[config.mk]
export PLATFORM = sky130hd
export DESIGN_NAME = hazard_ctrl
export DESIGN_NICKNAME = d
export VERILOG_FILES = /design/src/rtl/hazard_ctrl_pkg.sv /design/src/rtl/hazard_ctrl_load_use_detect.sv /design/src/rtl/hazard_ctrl.sv
export SDC_FILE = /design/constraint.sdc
export NUM_CORES = 1
export LEC_CHECK = 0
export BUFFER_PORTS_ARGS = -buffer_cell sky130_fd_sc_hd__buf_2
export CELL_PAD_IN_SITES_DETAIL_PLACEMENT = 1
export CELL_PAD_IN_SITES_GLOBAL_PLACEMENT = 1
export CORE_MARGIN = 5
export CORE_UTILIZATION = 33
export CTS_BUF_LIST = sky130_fd_sc_hd__clkbuf_8 sky130_fd_sc_hd__clkbuf_16
export DETAILED_ROUTE_END_ITERATION = 8
export PLACE_DENSITY = 0.9
export SLEW_MARGIN = 20
export SYNTH_ARGS = -nofsm -noshare
export SYNTH_HDL_FRONTEND = slang
export SYNTH_HIERARCHICAL = 1
export SYNTH_SLANG_ARGS = --single-unit
[constraint.sdc]
create_clock -name clk -period 4 [get_ports clk]
set_input_delay 0.4 -clock clk [delete_from_list [all_inputs] [get_ports clk]]
set_output_delay 0.4 -clock clk [all_outputs]
set_load 0.01 [all_outputs]
[src/rtl/hazard_ctrl_pkg.sv]
// hazard_ctrl_pkg: shared pipeline types, FSM state encoding and register-number width
package hazard_ctrl_pkg;
  localparam int REG_W = 5;
  typedef enum logic [1:0] {RUN = 2'd0, FLUSH = 2'd1, MWAIT = 2'd2} state_e;
endpackage

[src/rtl/hazard_ctrl_load_use_detect.sv]
// load_use_detect: flags a load in EX whose destination feeds an operand of the ID instruction
// Ports: id_rs_i/id_rt_i ID source regs, ex_rt_i EX load dest, ex_mem_read_i EX is load, load_use_o hazard
module load_use_detect
  import hazard_ctrl_pkg::*;
(
  input  logic [REG_W-1:0] id_rs_i,
  input  logic [REG_W-1:0] id_rt_i,
  input  logic [REG_W-1:0] ex_rt_i,
  input  logic             ex_mem_read_i,
  output logic             load_use_o
);
  assign load_use_o = ex_mem_read_i && (ex_rt_i != '0) && (ex_rt_i == id_rs_i || ex_rt_i == id_rt_i);
endmodule

[src/rtl/hazard_ctrl.sv]
// hazard_ctrl: pipeline hazard unit (memory freeze > branch flush > load-use stall)
// Ports: clk, rst (async active-low); IDRs/IDRt/EXRt/EXMemRead load-use inputs; BranchTaken; MemBusy;
// PCWrite/IFIDWrite/IFIDFlush/IDEXBubble/IDEXHold pipeline controls;
// StallCnt saturating stall counter, present only when HAZARD_STALL_CNT_EN is defined.
module hazard_ctrl
  import hazard_ctrl_pkg::*;
#(
  parameter int FLUSH_CYCLES = 1,
  parameter int CNT_W        = 16
) (
  input  logic             clk,
  input  logic             rst,
  input  logic [REG_W-1:0] IDRs,
  input  logic [REG_W-1:0] IDRt,
  input  logic [REG_W-1:0] EXRt,
  input  logic             EXMemRead,
  input  logic             BranchTaken,
  input  logic             MemBusy,
  output logic             PCWrite,
  output logic             IFIDWrite,
  output logic             IFIDFlush,
  output logic             IDEXBubble,
  output logic             IDEXHold
`ifdef HAZARD_STALL_CNT_EN
  ,
  output logic [CNT_W-1:0] StallCnt
`endif
);
  localparam logic [2:0] FL_INIT = 3'(FLUSH_CYCLES - 1);
  state_e     state_q, state_d, eff;
  logic [2:0] fcnt_q, fcnt_d;
  logic       lu, pcw, ifw, fl, bub, hold;
  load_use_detect u_lud (
    .id_rs_i      (IDRs),
    .id_rt_i      (IDRt),
    .ex_rt_i      (EXRt),
    .ex_mem_read_i(EXMemRead),
    .load_use_o   (lu)
  );
  // Leaving MWAIT behaves as the state it resumes into within the same cycle.
  always_comb begin
    eff     = (state_q == MWAIT) ? ((fcnt_q == 3'd0) ? RUN : FLUSH) : state_q;
    state_d = RUN;
    fcnt_d  = fcnt_q;
    pcw     = 1'b1;
    ifw     = 1'b1;
    fl      = 1'b0;
    bub     = 1'b0;
    hold    = 1'b0;
    if (MemBusy) begin
      pcw     = 1'b0;
      ifw     = 1'b0;
      hold    = 1'b1;
      state_d = MWAIT;
    end else if (BranchTaken) begin
      fl      = 1'b1;
      fcnt_d  = FL_INIT;
      state_d = (FL_INIT != 3'd0) ? FLUSH : RUN;
    end else if (eff == FLUSH) begin
      fl      = 1'b1;
      fcnt_d  = fcnt_q - 3'd1;
      state_d = (fcnt_d == 3'd0) ? RUN : FLUSH;
    end else if (lu) begin
      pcw = 1'b0;
      ifw = 1'b0;
      bub = 1'b1;
    end
  end
  always_ff @(posedge clk or negedge rst) begin
    if (!rst) begin
      state_q <= RUN;
      fcnt_q  <= 3'd0;
    end else begin
      state_q <= state_d;
      fcnt_q  <= fcnt_d;
    end
  end
  // Reset forces a safe frozen pipeline with NOPs in IF/ID and ID/EX.
  assign PCWrite    = rst & pcw;
  assign IFIDWrite  = rst & ifw;
  assign IFIDFlush  = ~rst | fl;
  assign IDEXBubble = ~rst | bub;
  assign IDEXHold   = rst & hold;
`ifdef HAZARD_STALL_CNT_EN
  logic [CNT_W-1:0] stall_q, stall_d;
  assign stall_d = ((!pcw || fl) && !(&stall_q)) ? stall_q + CNT_W'(1) : stall_q;
  always_ff @(posedge clk or negedge rst) begin
    if (!rst) stall_q <= '0;
    else stall_q <= stall_d;
  end
  assign StallCnt = stall_q;
`endif
endmodule
== After elaboration in Yosys (flattened, before gate mapping) ==
Index checks and enable logic that the tools add are counted.

* Bits in registers: 5
* Bits in latches: 0
* Memory bits (writable): 0
* Memory bits (read-only): 0
* Input port bits: 20
* Output and inout bits: 5
* Logic and storage cells: 41
* Memories: 0

* Add/sub/neg operators: 1
* $mul: 0
* Divide/modulo/power cells: 0
* $lt $le $gt $ge: 0
* Eq/ne operators: 4
* Shift-type cells: 0
* Multiplexer cells: 20
* Bitwise logic cells: 6
* Reduce and logical (&&, ||, !) cells: 8

{| class="wikitable"
|+ Operator list
! operator !! count
|-
| $mux 1 || 16
|-
| $eq 5x5->1 || 2
|-
| $logic_not 3->1 || 2
|-
| $mux 3 || 2
|-
| $reduce_bool 5->1 || 1
|-
| $mux 2 || 2
|-
| $sub 3x1->3 const B || 1
|-
| $and 1x1->1 || 2
|-
| $eq 2x1->1 const B || 1
|-
| $eq 2x2->1 const B || 1
|-
| $logic_and 1x1->1 || 2
|-
| $not 1->1 || 2
|-
| $or 1x1->1 || 2
|-
| $reduce_and 2->1 || 1
|-
| $reduce_bool 2->1 || 1
|-
| $logic_or 1x1->1 || 1
|}

== Depth between registers and ports, before layout ==
* Depth in word-level cells: 8
* Depth in mapped cells: 6

== Modules after synthesis ==
The synthesis kept the hierarchy.

{| class="wikitable"
|+ Modules (own cells, without submodules)
! module !! times used !! cells an instance !! area each (sq um)
|-
| hazard_ctrl || 1 || 39 || 380.4
|-
| load_use_detect || 1 || 17 || 125.1
|}

== Worst setup path before layout ==
Ideal clock, no wire load.

* Path type: input to output
* Start point: input port EXRt[0]
* End point: output port PCWrite
* Arrival: 1.514 ns
* Slack: 2.086 ns
* Stages: 5
* Path buffers: 1
* Cell sequence: or4_1 o21ai_1 a21oi_1 a21oi_1 buf_4

* Longest elaborated chain between the ends: 8
* Elaborated cells on any way between the ends: 11
* Those cells by class: eq/ne: 2; mux: 4; bitwise: 1; reduce/logical: 4

{| class="wikitable"
|+ RTL lines
! what !! line !! RTL
|-
| from (decl) || hazard_ctrl.sv:15 || <nowiki>input logic [REG_W-1:0] EXRt,</nowiki>
|-
| $eq 5x5->1 or $reduce_bool 5->1 (tied branches) || hazard_ctrl_load_use_detect.sv:12 || <nowiki>assign load_use_o = ex_mem_read_i && (ex_rt_i != '0) && (ex_rt_i == id_rs_i || ex_rt_i == id_rt_i);</nowiki>
|-
| $logic_or 1x1->1 or $logic_and 1x1->1 (tied branches) || hazard_ctrl_load_use_detect.sv:12 ||
|-
| $logic_and 1x1->1 (*) || hazard_ctrl_load_use_detect.sv:12 ||
|-
| via lu || hazard_ctrl.sv:32 || <nowiki>logic lu, pcw, ifw, fl, bub, hold;</nowiki>
|-
| $mux 1 (*) (4 in a row) || - ||
|-
| $and 1x1->1 (*) || - ||
|-
| to (decl) || hazard_ctrl.sv:19 || <nowiki>output logic PCWrite,</nowiki>
|}

Mark *: on every way through the listed nets, which the timed path passes. The rest lies on a longest branch.

== Worst setup path after layout ==
* Start point: register fcnt_q[0]
* End point: output port IFIDWrite

* Longest elaborated chain between the ends: 8

{| class="wikitable"
|+ RTL lines
! what !! line !! RTL
|-
| from (decl) || hazard_ctrl.sv:31 || <nowiki>logic [2:0] fcnt_q, fcnt_d;</nowiki>
|-
| from (signal assigned) || hazard_ctrl.sv:75 || <nowiki>fcnt_q <= fcnt_d;</nowiki>
|-
| $logic_not 3->1 || hazard_ctrl.sv:42 || <nowiki>eff = (state_q == MWAIT) ? ((fcnt_q == 3'd0) ? RUN : FLUSH) : state_q;</nowiki>
|-
| $mux 1 || hazard_ctrl.sv:42 ||
|-
| $mux 2 || hazard_ctrl.sv:42 ||
|-
| $eq 2x1->1 || hazard_ctrl.sv:59 || <nowiki>end else if (eff == FLUSH) begin</nowiki>
|-
| $mux 1 || hazard_ctrl.sv:59 ||
|-
| $mux 1 || hazard_ctrl.sv:55 || <nowiki>end else if (BranchTaken) begin</nowiki>
|-
| $mux 1 || hazard_ctrl.sv:50 || <nowiki>if (MemBusy) begin</nowiki>
|-
| $and 1x1->1 || hazard_ctrl.sv:80 || <nowiki>assign IFIDWrite = rst & ifw;</nowiki>
|-
| to (decl) || hazard_ctrl.sv:20 || <nowiki>output logic IFIDWrite,</nowiki>
|}

Every way passes these cells.

==> metrics.txt <==
# TYPE chip_impl_metric gauge
chip_impl_info{name="run_status",value="completed"} 1
chip_impl_metric{name="use_met2",unit="%"} 23.0
chip_impl_metric{name="insertedDiodeCount",unit=""} 0
chip_impl_metric{name="dpl.hpwl",unit="mm"} 1.22
chip_impl_info{name="cts_tree",value="built"} 1
chip_impl_metric{name="final_layout_size_suffix_gt1_share",unit="%"} 39.0
chip_impl_info{name="synth.most_common_cell",value="xor2_1"} 1
chip_impl_metric{name="area.sequential",unit="µm²"} 125
chip_impl_metric{name="placementRows",unit=""} 14
chip_impl_info{name="rsz0062_at_grt",value="false"} 1
chip_impl_info{name="start_kind",value="flop"} 1
chip_impl_info{name="synthFlopType",value="dfrtp_1"} 1
chip_impl_metric{name="grt_first_pass_wirelength",unit="mm"} 2.60
chip_impl_metric{name="synth_async_sr_flop_share",unit="%"} 100
chip_impl_metric{name="synth.top_cell.area_share",unit="%"} 24.8
chip_impl_metric{name="netlist-cell-type-count",unit=""} 26
chip_impl_metric{name="actual_transition_at_the_worst_max_transition_pin",unit="ps"} 410
chip_impl_metric{name="ys.warnings.count",unit=""} 6
chip_impl_metric{name="drt_drc_violations_left",unit=""} 0
chip_impl_info{name="worstReg2RegEnd",value="fcnt_q[1]$_DFFE_PN0P_"} 1
chip_impl_metric{name="cts-hold-fix-buffers",unit=""} 0
chip_impl_metric{name="max_freq",unit="GHz"} 0.478
chip_impl_metric{name="final_design_area_no_fill",unit="µm²"} 679
chip_impl_metric{name="total_area_of_multi_input_combinational_cells",unit="µm²"} 358
chip_impl_info{name="reg2reg_from",value="fcnt_q[0]$_DFFE_PN0P_"} 1
chip_impl_metric{name="gp_congestion",unit=""} 0.813
chip_impl_metric{name="cts-buffers-inserted",unit=""} 3
chip_impl_metric{name="worst-endpoint-arrival",unit="ps"} 1690
chip_impl_metric{name="maximum_number_of_pins_on_one_net_before_global_route_repair",unit=""} 12
chip_impl_metric{name="grt_antenna_before_repair",unit=""} 0
chip_impl_metric{name="drt_iter0_drc",unit=""} 1
chip_impl_info{name="synth.top_cells.by_count",value="xor2_1, dfrtp_1, xnor2_1"} 1
chip_impl_metric{name="worst_slew_margin_rel",unit="%"} 71.9
chip_impl_metric{name="reg_clk_slew_reported_paths",unit="ps"} 40
chip_impl_metric{name="layout_setup_ws",unit="ps"} 1910
chip_impl_info{name="holdCritPathClass",value="in -> async"} 1
chip_impl_metric{name="static-leakage-power",unit="nW"} 0.317
chip_impl_metric{name="n_fill_cell",unit=""} 179
chip_impl_metric{name="count_of_port_buffers_added_during_placement",unit=""} 24
chip_impl_metric{name="io-pin-count",unit=""} 25
chip_impl_metric{name="grtUsageTotal",unit="%"} 13.6
chip_impl_metric{name="dieHeight",unit="µm"} 49.1
chip_impl_metric{name="postSynthCellCount",unit=""} 56
chip_impl_metric{name="ys_ff_latch",unit=""} 5
chip_impl_metric{name="post_cts_resized",unit=""} 0
chip_impl_info{name="synth_area_leader_cell",value="dfrtp_1"} 1
chip_impl_metric{name="slew_viol_final",unit=""} 0
chip_impl_metric{name="drtPass1Iterations",unit=""} 3
chip_impl_metric{name="wl_per_instance",unit="µm"} 15.4
chip_impl_metric{name="core_area",unit="µm²"} 1470
chip_impl_metric{name="worst-endpoint-required",unit="ps"} 3600
chip_impl_metric{name="antenna_violating_nets_post_route",unit=""} 0
chip_impl_metric{name="post-place-ws",unit="ps"} 1970
chip_impl_info{name="cp-end-kind",value="output port"} 1
chip_impl_metric{name="number_of_flops_mapped_to_enable_cells_by_yosys",unit=""} 0
chip_impl_metric{name="finalSetupViolations",unit=""} 0
chip_impl_metric{name="areaGrowthSynthToFinish",unit="%"} 34.4
chip_impl_metric{name="final_hold_viol_count",unit=""} 0
chip_impl_metric{name="cts-htree-levels",unit=""} 1
chip_impl_metric{name="start_util",unit="%"} 34.4
chip_impl_metric{name="synthesized_area_per_cell",unit="µm²"} 9.03
chip_impl_metric{name="finalNetCount",unit=""} 106
chip_impl_metric{name="post_cts_buffers",unit=""} 0
chip_impl_metric{name="timing.clock.skew",unit="ps"} 3.94
chip_impl_metric{name="clk_path_buf_depth",unit=""} 2
chip_impl_metric{name="vdd_ir_drop_max",unit="µV"} 341
chip_impl_metric{name="fin_crit",unit="ps"} 2090
chip_impl_info{name="synth.area.top_cells",value="dfrtp_1, xor2_1, xnor2_1, ha_1, a221o_1"} 1
chip_impl_metric{name="drt-vias-per-instance",unit=""} 5.17
chip_impl_metric{name="r2r.worst_path.cells",unit=""} 5
chip_impl_metric{name="dieArea",unit="µm²"} 2410
chip_impl_info{name="top_usage_layer",value="met2"} 1
chip_impl_metric{name="crit_share_post_route",unit="%"} 52.3
chip_impl_metric{name="setup-tns-final",unit="ps"} 0
chip_impl_metric{name="synth.net_count",unit=""} 79
chip_impl_metric{name="synth-seq-area-share",unit="%"} 24.8
chip_impl_info{name="cpMaxStageDelayCell",value="dfrtp_1"} 1
chip_impl_info{name="criticalPathCategory",value="reg -> out"} 1
chip_impl_info{name="cp_cell_sequence",value="inv_1 > ha_1 > nand2b_4 > a211oi_1 > a21oi_1 > buf_2"} 1
chip_impl_metric{name="met3_layer_usage_reported_by_global_route",unit="%"} 5.81
chip_impl_metric{name="max-cap-violations",unit=""} 0
chip_impl_metric{name="post_synth_instance_area",unit="µm²"} 505
chip_impl_metric{name="first_global_vias",unit=""} 570
chip_impl_metric{name="gr-usage-met1",unit="%"} 15.9
chip_impl_metric{name="crit_path_max_incr_delay",unit="ps"} 420
chip_impl_metric{name="numClockSinks",unit=""} 5
chip_impl_metric{name="insertion_delay",unit="ps"} 220
chip_impl_metric{name="power_density",unit="nW/µm²"} 460
chip_impl_metric{name="placed_area",unit="µm²"} 634
chip_impl_metric{name="timing.reg2reg.setup_slack",unit="ps"} 2500
chip_impl_metric{name="die_width",unit="µm"} 49.1
chip_impl_metric{name="grt.overflow.total",unit=""} 0
chip_impl_metric{name="num_vias",unit=""} 507
chip_impl_info{name="cts.root.buffer_cell",value="clkbuf_8"} 1
chip_impl_metric{name="critical_path.max_fanout",unit=""} 5
chip_impl_metric{name="wirelength",unit="mm"} 1.51
[layout by cell type (no fill, tap or decap), drive strengths merged, types with 2 or more instances in the layout]
master,n
nand2b,2
dfrtp,5
a2111oi,3
xor2,7
nor3,4
nand2,2
a221o,2
xnor2,5
ha,3
inv,4
o21ai,3
a21oi,3
nand3,3
buf,24
nor2b,2
clkbuf,3
[logic make-up after synthesis]
group	synth area share, %
adders and majority gates	7.43
xor gates and xnor gates	20.8
buffers and inverters	4.46
DFF	24.8
AOI/OAI and AO/OA	23.3
and+or+nand+nor	19.3
[critical path, delay by kind of cell (launching register included)]
| kind | cells | cell delay [ps] |
|---|---|---|
| buffers and inverters | 2 | 290 |
| and+or+nand+nor | 1 | 90 |
| adders and majority gates | 1 | 210 |
| DFF | 1 | 420 |
| AOI/OAI and AO/OA | 2 | 470 |
[cell type report]
type	instances	share of cell area (%)
tap	16	2.95
multi-input combinational	46	52.7
clock inverter	1	0.552
timing repair buffer	24	17.7
clock buffer	3	6.08
inverter	3	1.66
sequential	5	18.4
[how the worst max path moves through the flow]
stage / from / endpoint / slack [ps] / cells after the start
after global placement: EXRt[0] / IDEXBubble / 2030 / 8
final: fcnt_q[0]$_DFFE_PN0P_ / IFIDWrite / 1910 / 6
after global routing: fcnt_q[0]$_DFFE_PN0P_ / IFIDWrite / 1790 / 6
after floorplan: EXRt[0] / PCWrite / 2090 / 5
after detailed placement: EXRt[0] / IFIDWrite / 1970 / 6
after CTS: fcnt_q[0]$_DFFE_PN0P_ / IFIDWrite / 1900 / 6
[flip-flops by register name, summed over array words and instances, names as in the netlist]
name     flops
fcnt_q       3
state_q      2
[metrics by stage]
stage,total power (W),cells,hold slack [ps],util [%]
6_report,0.000313,98,12.9,46.2
5_1_grt,0.000335,98,26.9,46.2
4_1_cts,0.000316,98,16.1,46.2
3_5_place_dp,0.000217,94,253,43.1
3_3_place_gp,0.000211,94,249,43.1
2_1_floorplan,0.000179,56,104,-
[report_power, final]
part	leakage, nW	switching (W)	internal, W
combinational	0.225	0.0000767	0.0000657
sequential	0.0648	0.0000141	0.0000639
clock	0.0269	0.0000265	0.0000659
total	0.317	0.000117	0.000196
[metal layers]
layer	routed length [µm]	vias up	part of all wire, %
met4	0	0	0
li1	-	255	-
met2	783	9	52
met3	51	0	3.4
met5	0	-	0
met1	679	243	45
(Power assumes the default switching activity.)
